[src/rtl/btb_pkg.sv]
// btb_pkg: shared types and helpers for the branch target buffer.
//   weak_t / weak_nt : weakly-taken / weakly-not-taken counter encodings for a given counter width
//   hash_mode_e      : index hash selection (fold-add of the whole PC, or a word-aligned PC slice)
package btb_pkg;
    typedef enum int {HASH_FOLD = 0, HASH_SLICE = 1} hash_mode_e;

    function automatic int unsigned weak_t(int unsigned w);
        return 32'd1 << (w - 1);
    endfunction

    function automatic int unsigned weak_nt(int unsigned w);
        return (32'd1 << (w - 1)) - 32'd1;
    endfunction
endpackage

[src/rtl/btb_index_hash.sv]
// btb_index_hash: combinational PC to table index.
//   pc_i  in  ADDR_W  program counter
//   idx_o out IDX_W   table index
module btb_index_hash
    import btb_pkg::*;
#(
    parameter int ADDR_W    = 32,
    parameter int IDX_W     = 4,
    parameter int HASH_MODE = 0
) (
    input  logic [ADDR_W-1:0] pc_i,
    output logic [IDX_W-1:0]  idx_o
);
    localparam int NCH = (ADDR_W + IDX_W - 1) / IDX_W;

    logic [NCH*IDX_W-1:0] pc_ext;
    logic [IDX_W-1:0]     fold;

    // The last partial chunk is zero-extended; the sum wraps modulo ENTRIES.
    always_comb begin
        pc_ext = (NCH*IDX_W)'(pc_i);
        fold   = '0;
        for (int i = 0; i < NCH; i++) fold = fold + pc_ext[i*IDX_W +: IDX_W];
    end

    assign idx_o = (HASH_MODE == int'(HASH_SLICE)) ? pc_i[IDX_W+1:2] : fold;
endmodule

[src/rtl/branch_target_buffer.sv]
// branch_target_buffer: direct-mapped BTB with saturating direction counters and mispredict redirect.
//   clk, rst                         clock, synchronous active-high reset
//   flush                            invalidate all entries at the next edge
//   lk_valid, lk_pc                  fetch lookup request
//   lk_hit, lk_taken, lk_target      combinational prediction
//   up_valid, up_pc, up_target,
//   up_taken, up_pred_taken,
//   up_pred_target                   resolved branch from execute
//   redirect_valid, redirect_pc      registered one-cycle redirect on mispredict
//   stat_lookups, stat_hits,
//   stat_mispred                     saturating statistics
module branch_target_buffer
    import btb_pkg::*;
#(
    parameter int ADDR_W     = 32,
    parameter int ENTRIES    = 16,
    parameter int CTR_W      = 2,
    parameter int HASH_MODE  = 0,
    parameter int INSN_BYTES = 4,
    parameter int STAT_W     = 16
) (
    input  logic              clk,
    input  logic              rst,
    input  logic              flush,
    input  logic              lk_valid,
    input  logic [ADDR_W-1:0] lk_pc,
    output logic              lk_hit,
    output logic              lk_taken,
    output logic [ADDR_W-1:0] lk_target,
    input  logic              up_valid,
    input  logic [ADDR_W-1:0] up_pc,
    input  logic [ADDR_W-1:0] up_target,
    input  logic              up_taken,
    input  logic              up_pred_taken,
    input  logic [ADDR_W-1:0] up_pred_target,
    output logic              redirect_valid,
    output logic [ADDR_W-1:0] redirect_pc,
    output logic [STAT_W-1:0] stat_lookups,
    output logic [STAT_W-1:0] stat_hits,
    output logic [STAT_W-1:0] stat_mispred
);
    localparam int IDX_W = $clog2(ENTRIES);
    localparam logic [CTR_W-1:0] CTR_WT  = CTR_W'(weak_t(CTR_W));
    localparam logic [CTR_W-1:0] CTR_WNT = CTR_W'(weak_nt(CTR_W));

    typedef struct packed {
        logic              valid;
        logic [ADDR_W-1:0] tag;
        logic [ADDR_W-1:0] target;
        logic [CTR_W-1:0]  ctr;
    } btb_entry_t;

    btb_entry_t        tbl_q [ENTRIES];
    btb_entry_t        tbl_d [ENTRIES];
    btb_entry_t        lk_e, up_e;
    logic [IDX_W-1:0]  lk_idx, up_idx;
    logic              up_hit, mispred;
    logic              redirect_valid_q;
    logic [ADDR_W-1:0] redirect_pc_q, redirect_pc_d;
    logic [STAT_W-1:0] stat_lookups_q, stat_hits_q, stat_mispred_q;

    btb_index_hash #(.ADDR_W(ADDR_W), .IDX_W(IDX_W), .HASH_MODE(HASH_MODE)) u_lk_hash (
        .pc_i(lk_pc), .idx_o(lk_idx)
    );
    btb_index_hash #(.ADDR_W(ADDR_W), .IDX_W(IDX_W), .HASH_MODE(HASH_MODE)) u_up_hash (
        .pc_i(up_pc), .idx_o(up_idx)
    );

    assign lk_e      = tbl_q[lk_idx];
    assign up_e      = tbl_q[up_idx];
    assign lk_hit    = lk_valid && lk_e.valid && (lk_e.tag == lk_pc);
    assign lk_taken  = lk_hit && lk_e.ctr[CTR_W-1];
    assign lk_target = lk_taken ? lk_e.target : '0;
    assign up_hit    = up_e.valid && (up_e.tag == up_pc);

    assign mispred       = up_valid && ((up_taken != up_pred_taken) || (up_taken && (up_pred_target != up_target)));
    assign redirect_pc_d = up_taken ? up_target : up_pc + ADDR_W'(INSN_BYTES);

    // Flush takes priority over a same-cycle update; counters survive a flush.
    always_comb begin
        tbl_d = tbl_q;
        if (flush) begin
            for (int i = 0; i < ENTRIES; i++) tbl_d[i].valid = 1'b0;
        end else if (up_valid && up_hit) begin
            tbl_d[up_idx].ctr = up_taken ? ((up_e.ctr == '1) ? up_e.ctr : up_e.ctr + 1'b1)
                                         : ((up_e.ctr == '0) ? up_e.ctr : up_e.ctr - 1'b1);
            tbl_d[up_idx].target = up_taken ? up_target : up_e.target;
        end else if (up_valid) begin
            tbl_d[up_idx] = '{valid: 1'b1, tag: up_pc, target: up_target, ctr: up_taken ? CTR_WT : CTR_WNT};
        end
    end

    always_ff @(posedge clk) begin
        if (rst) begin
            for (int i = 0; i < ENTRIES; i++) tbl_q[i] <= '{valid: 1'b0, tag: '0, target: '0, ctr: CTR_WNT};
            redirect_valid_q <= 1'b0;
            redirect_pc_q    <= '0;
            stat_lookups_q   <= '0;
            stat_hits_q      <= '0;
            stat_mispred_q   <= '0;
        end else begin
            tbl_q            <= tbl_d;
            redirect_valid_q <= mispred;
            redirect_pc_q    <= mispred ? redirect_pc_d : redirect_pc_q;
            // Each stat adds one only while it is below all-ones, so it saturates.
            stat_lookups_q   <= stat_lookups_q + STAT_W'(lk_valid && (stat_lookups_q != '1));
            stat_hits_q      <= stat_hits_q + STAT_W'(lk_hit && (stat_hits_q != '1));
            stat_mispred_q   <= stat_mispred_q + STAT_W'(mispred && (stat_mispred_q != '1));
        end
    end

    assign redirect_valid = redirect_valid_q;
    assign redirect_pc    = redirect_pc_q;
    assign stat_lookups   = stat_lookups_q;
    assign stat_hits      = stat_hits_q;
    assign stat_mispred   = stat_mispred_q;
endmodule
[config.mk]
export PLATFORM = sky130hd
export DESIGN_NAME = branch_target_buffer
export DESIGN_NICKNAME = d
export VERILOG_FILES = /design/src/rtl/btb_pkg.sv /design/src/rtl/btb_index_hash.sv /design/src/rtl/branch_target_buffer.sv
export SDC_FILE = /design/constraint.sdc
export NUM_CORES = 2
export LEC_CHECK = 0
export BUFFER_PORTS_ARGS = -buffer_cell sky130_fd_sc_hd__buf_2
export CAP_MARGIN = 20
export CORE_MARGIN = 4
export CORE_UTILIZATION = 58
export DETAILED_ROUTE_END_ITERATION = 8
export PLACE_DENSITY = 0.88
export SLEW_MARGIN = 20
export SYNTH_ARGS = -nofsm -noshare
export SYNTH_HDL_FRONTEND = slang
export SYNTH_SLANG_ARGS = --single-unit
[constraint.sdc]
create_clock -name clk -period 11.5 [get_ports clk]
set_input_delay 2.875 -clock clk [delete_from_list [all_inputs] [get_ports clk]]
set_output_delay 2.875 -clock clk [all_outputs]
set_load 0.02 [all_outputs]
==> summary.log <==
qor: synthesis.netlist_instances 7209
qor: sta.slew_violations 0
qor: synthesis.syn-mean-instance-area 10.29 um2
qor: grt.grt.overflow.total 0
qor: synthesis.asyncSetResetFlopFracSynth 0
qor: clocking.cts_tree done
qor: critical_path.cpPeakStageDelay 0.89 ns
qor: floorplanning.design.die.area 133700 um2
qor: synthesis.synth.cell_area 74180 um2
qor: sta.maxClockFrequency 84.88 MHz
qor: synthesis.synth.net_count 7387
qor: final_layout.design.final.nets 7167
qor: critical_path.worstPathCellList buf_2 > fa_1 > inv_2 > fa_1 > fa_1 > inv_2 > fa_4 > buf_12 > buf_4 > mux4_2 > mux4_2 > xnor2_1 > nand4_1 > nor4_2 > buf_4 > and4_4 > buf_12 > buf_16 > and3_1 > buf_6
qor: route.drt_first_pass_iters 8
qor: route.detail-route-antenna-nets 0
qor: clocking.worst_skew_pair.late_latency 0.82 ns
qor: synthesis.yosysSeqAreaShare 0.3112
qor: floorplanning.io-pin-count 250
qor: floorplanning.floorplan.rows 130
qor: clocking.cts-buffers-inserted 120
qor: floorplanning.fp.coreArea 126400 um2
qor: synthesis.yosys_cell_types 53
qor: synthesis.most_numerous_cell_in_the_yosys_netlist sky130_fd_sc_hd__nor2_1
qor: route.drt_iter0_drc 10440
qor: route.vias 61770
qor: synthesis.synth_warnings 0
qor: sta.setup_violations 34
qor: critical_path.crit_path_start_kind input pin
qor: sta.timing.final.crit_share 1.024
qor: final_layout.layout-area-overhead-vs-synth 9.405%
qor: critical_path.cp_data_required_time 8.63 ns
qor: sta.fin_ws -0.2811 ns
qor: synthesis.synth_seq_cells 1153
qor: sta.fin_hold_ws 0.4820 ns
qor: min_path.worst_hold_path_type reg -> reg
qor: synthesis.synth.cells.most_frequent sky130_fd_sc_hd__nor2_1, sky130_fd_sc_hd__dfxtp_1, sky130_fd_sc_hd__mux4_2, sky130_fd_sc_hd__mux2i_1, sky130_fd_sc_hd__nand2b_1
qor: status.violations negative setup slack
qor: floorplanning.dieHeight 365.6 um
qor: status.run_status complete, but fails checks
qor: route.detail_route.wl_per_cell 29.04 um
qor: power_and_ir_drop.leakage 35.97 nW
qor: grt.global_route_wire_length_before_repair 368300 um
qor: critical_path.classification_of_the_worst_setup_path in -> out
qor: sta.fin_tns_setup -7.742 ns
qor: grt.grt_pass1_vias 61830
qor: synthesis.synth_ff_type sky130_fd_sc_hd__dfxtp_1
qor: final_layout.layout-drive-gt1-share 0.3168
qor: final_layout.fillers 8542
qor: grt.pin_count_of_the_biggest_net_entering_global_routing 198
qor: power_and_ir_drop.power_density 235.4 nW/um2
qor: sta.slew-limit-headroom 0.2084
qor: critical_path.critPathMaxFanout 11
qor: power_and_ir_drop.worst_ir_drop_vdd 497.2 uV
qor: placement.io_buffer_count 249
qor: placement.hpwl 142600 um
qor: sta.worst-slew-pin-transition 1.187 ns
qor: sta.report.final.hold_viol_count 0
qor: sta.period_needed 11.78 ns
qor: synthesis.yosys.area.top_type sky130_fd_sc_hd__dfxtp_1
qor: clocking.ctsRootBufferMaster sky130_fd_sc_hd__clkbuf_16
qor: clocking.post_cts_hold_buffer_count 0
qor: synthesis.synth_top_area_frac 0.3112
qor: grt.initial_antenna_violation_count 23
qor: clocking.clkTransAtPathRegs 0.06 ns
qor: floorplanning.initial_utilization 0.5869
qor: placement.gp_congestion 0.9032
qor: grt.groute.usage.overall 0.3608
qor: synthesis.synth_edf_count 0
qor: critical_path.most_frequent_cp_cell sky130_fd_sc_hd__fa_1
qor: clocking.clock_sinks 1153
qor: route.routed_via_density 7.045
qor: critical_path.critical-path-slowest-cell sky130_fd_sc_hd__fa_4
qor: clocking.clock_tree.buffer_depth 3
qor: power_and_ir_drop.p_total 19.10 mW
qor: critical_path.worst_setup_path_end_kind output port
qor: critical_path.crit_arrival 8.91 ns
qor: synthesis.post_synth_main_area_contributors sky130_fd_sc_hd__dfxtp_1, sky130_fd_sc_hd__mux4_2, sky130_fd_sc_hd__mux2_4
qor: floorplanning.dieWidth 365.6 um
qor: route.drt-total-wl 254600 um
qor: job.drv_cap 0
qor: placement.preCtsSetupSlack 0.0009868 ns
qor: sta.clock-skew-final 0.06937 ns
qor: route.detail_route.drc_violations 0
qor: clocking.cts.htree.levels 3
qor: sta.rsz0062_at_grt yes
-- cells in the final DEF (no fill, tap or decap), drive strengths merged, types with 6 or more instances in the layout --
cell type / netlist / routed
nand2b: 568 / 568
xnor3: 6 / 6
o221ai: 11 / 11
nor2b: 16 / 16
a211oi: 8 / 8
xor2: 68 / 68
ha: 15 / 15
mux4: 633 / 633
diode: 0 / 23
o31ai: 16 / 16
mux2i: 611 / 611
nand3: 47 / 47
a31oi: 32 / 32
o311ai: 7 / 7
clkinvlp: 0 / 8
a21oi: 36 / 36
nand4: 27 / 27
nor3: 538 / 538
fa: 28 / 28
nand2: 176 / 176
o21ai: 47 / 47
xnor2: 81 / 81
and2: 9 / 9
o21a: 9 / 9
clkbuf: 531 / 166
nor3b: 17 / 17
inv: 41 / 49
or3: 26 / 26
clkinv: 1 / 35
bufinv: 0 / 18
nor2: 1607 / 1607
dfxtp: 1153 / 1153
or2: 9 / 9
buf: 237 / 420
mux2: 508 / 508
and3: 50 / 50
nor4: 17 / 17
-- cells by family (layout without fill, tap and decap cells) --
logic type,after synthesis,count (layout),share of synthesized area
multiplexers,1752,1752,0.3725
buffers and inverters,810,696,0.04880
other,0,23,0
XOR/XNOR,155,155,0.01941
adder cells (fa/ha/maj),43,43,0.01009
flip-flops,1153,1153,0.3112
AO/OA/AOI/OAI,183,183,0.01562
AND/OR/NAND/NOR,3113,3113,0.2224
-- layout make-up --
| type | count | area, um2 | share of cell area |
|---|---|---|---|
| Inverter | 42 | 157.7 | 0.001943 |
| Multi-Input combinational cell | 5246 | 47960 | 0.5910 |
| Antenna cell | 23 | 57.56 | 0.0007092 |
| Tap cell | 1650 | 2064 | 0.02544 |
| Clock buffer | 160 | 3385 | 0.04170 |
| Timing Repair Buffer | 426 | 3507 | 0.04321 |
| Clock inverter | 68 | 940.9 | 0.01159 |
| Sequential cell | 1153 | 23080 | 0.2844 |
-- path summary, 6_finish.rpt --
path	to	cells past startpoint	slack, ns	start
min reg2reg	tbl_q[536]	2	0.48	tbl_q[536]
max	lk_target[16]	20	-0.28	lk_pc[9]
max reg2reg	stat_hits[12]	20	6.42	tbl_q[572]
min	tbl_q[536]	2	0.48	tbl_q[536]
-- routing by layer --
metal  GRT usage  routed length, um
met1      0.4175              81810
met5           0                 53
met2      0.5327             109000
met4      0.3022              25140
met3      0.1328              38570
-- power by group --
group          total, mW  switching, mW  internal [mW]
sequential          4.93          0.431           4.50
clock               4.33           1.84           2.49
combinational       9.84           5.98           3.86
-- per-stage QoR --
stage               utilization  std cells  instance area (um2)
floorplan                     -       7209                74180
global placement         0.6006       8482                75900
detailed placement       0.6006       8483                75910
CTS                      0.6349       8711                80240
global route             0.6419       8754                81120
finish                   0.6421       8768                81160
-- registers in the layout (all words and copies together) (netlist names) --
register and cells:
stat_hits 16, redirect_valid 1, tbl_q 1072, stat_lookups 16, redirect_pc 32, stat_mispred 16
-- repair_timing --
item                                    4_1_cts  5_1_grt
pin swaps                                     0       13
resized for setup                             1      104
setup buffers                                 0       23
endpoints found under the setup margin       11       34
cloned                                        0        8
endpoints found under the hold margin         0        0
-- worst max-delay path, delay by kind of cell --
kind / cells / cell delay (ns)
and+or+nand+nor: 4 / 0.94
buffers and inverters: 9 / 1.28
muxes: 2 / 1.04
xor gates and xnor gates: 1 / 0.26
adders and majority gates: 4 / 2.47
No activity file was read; power rests on OpenSTA's default activity.
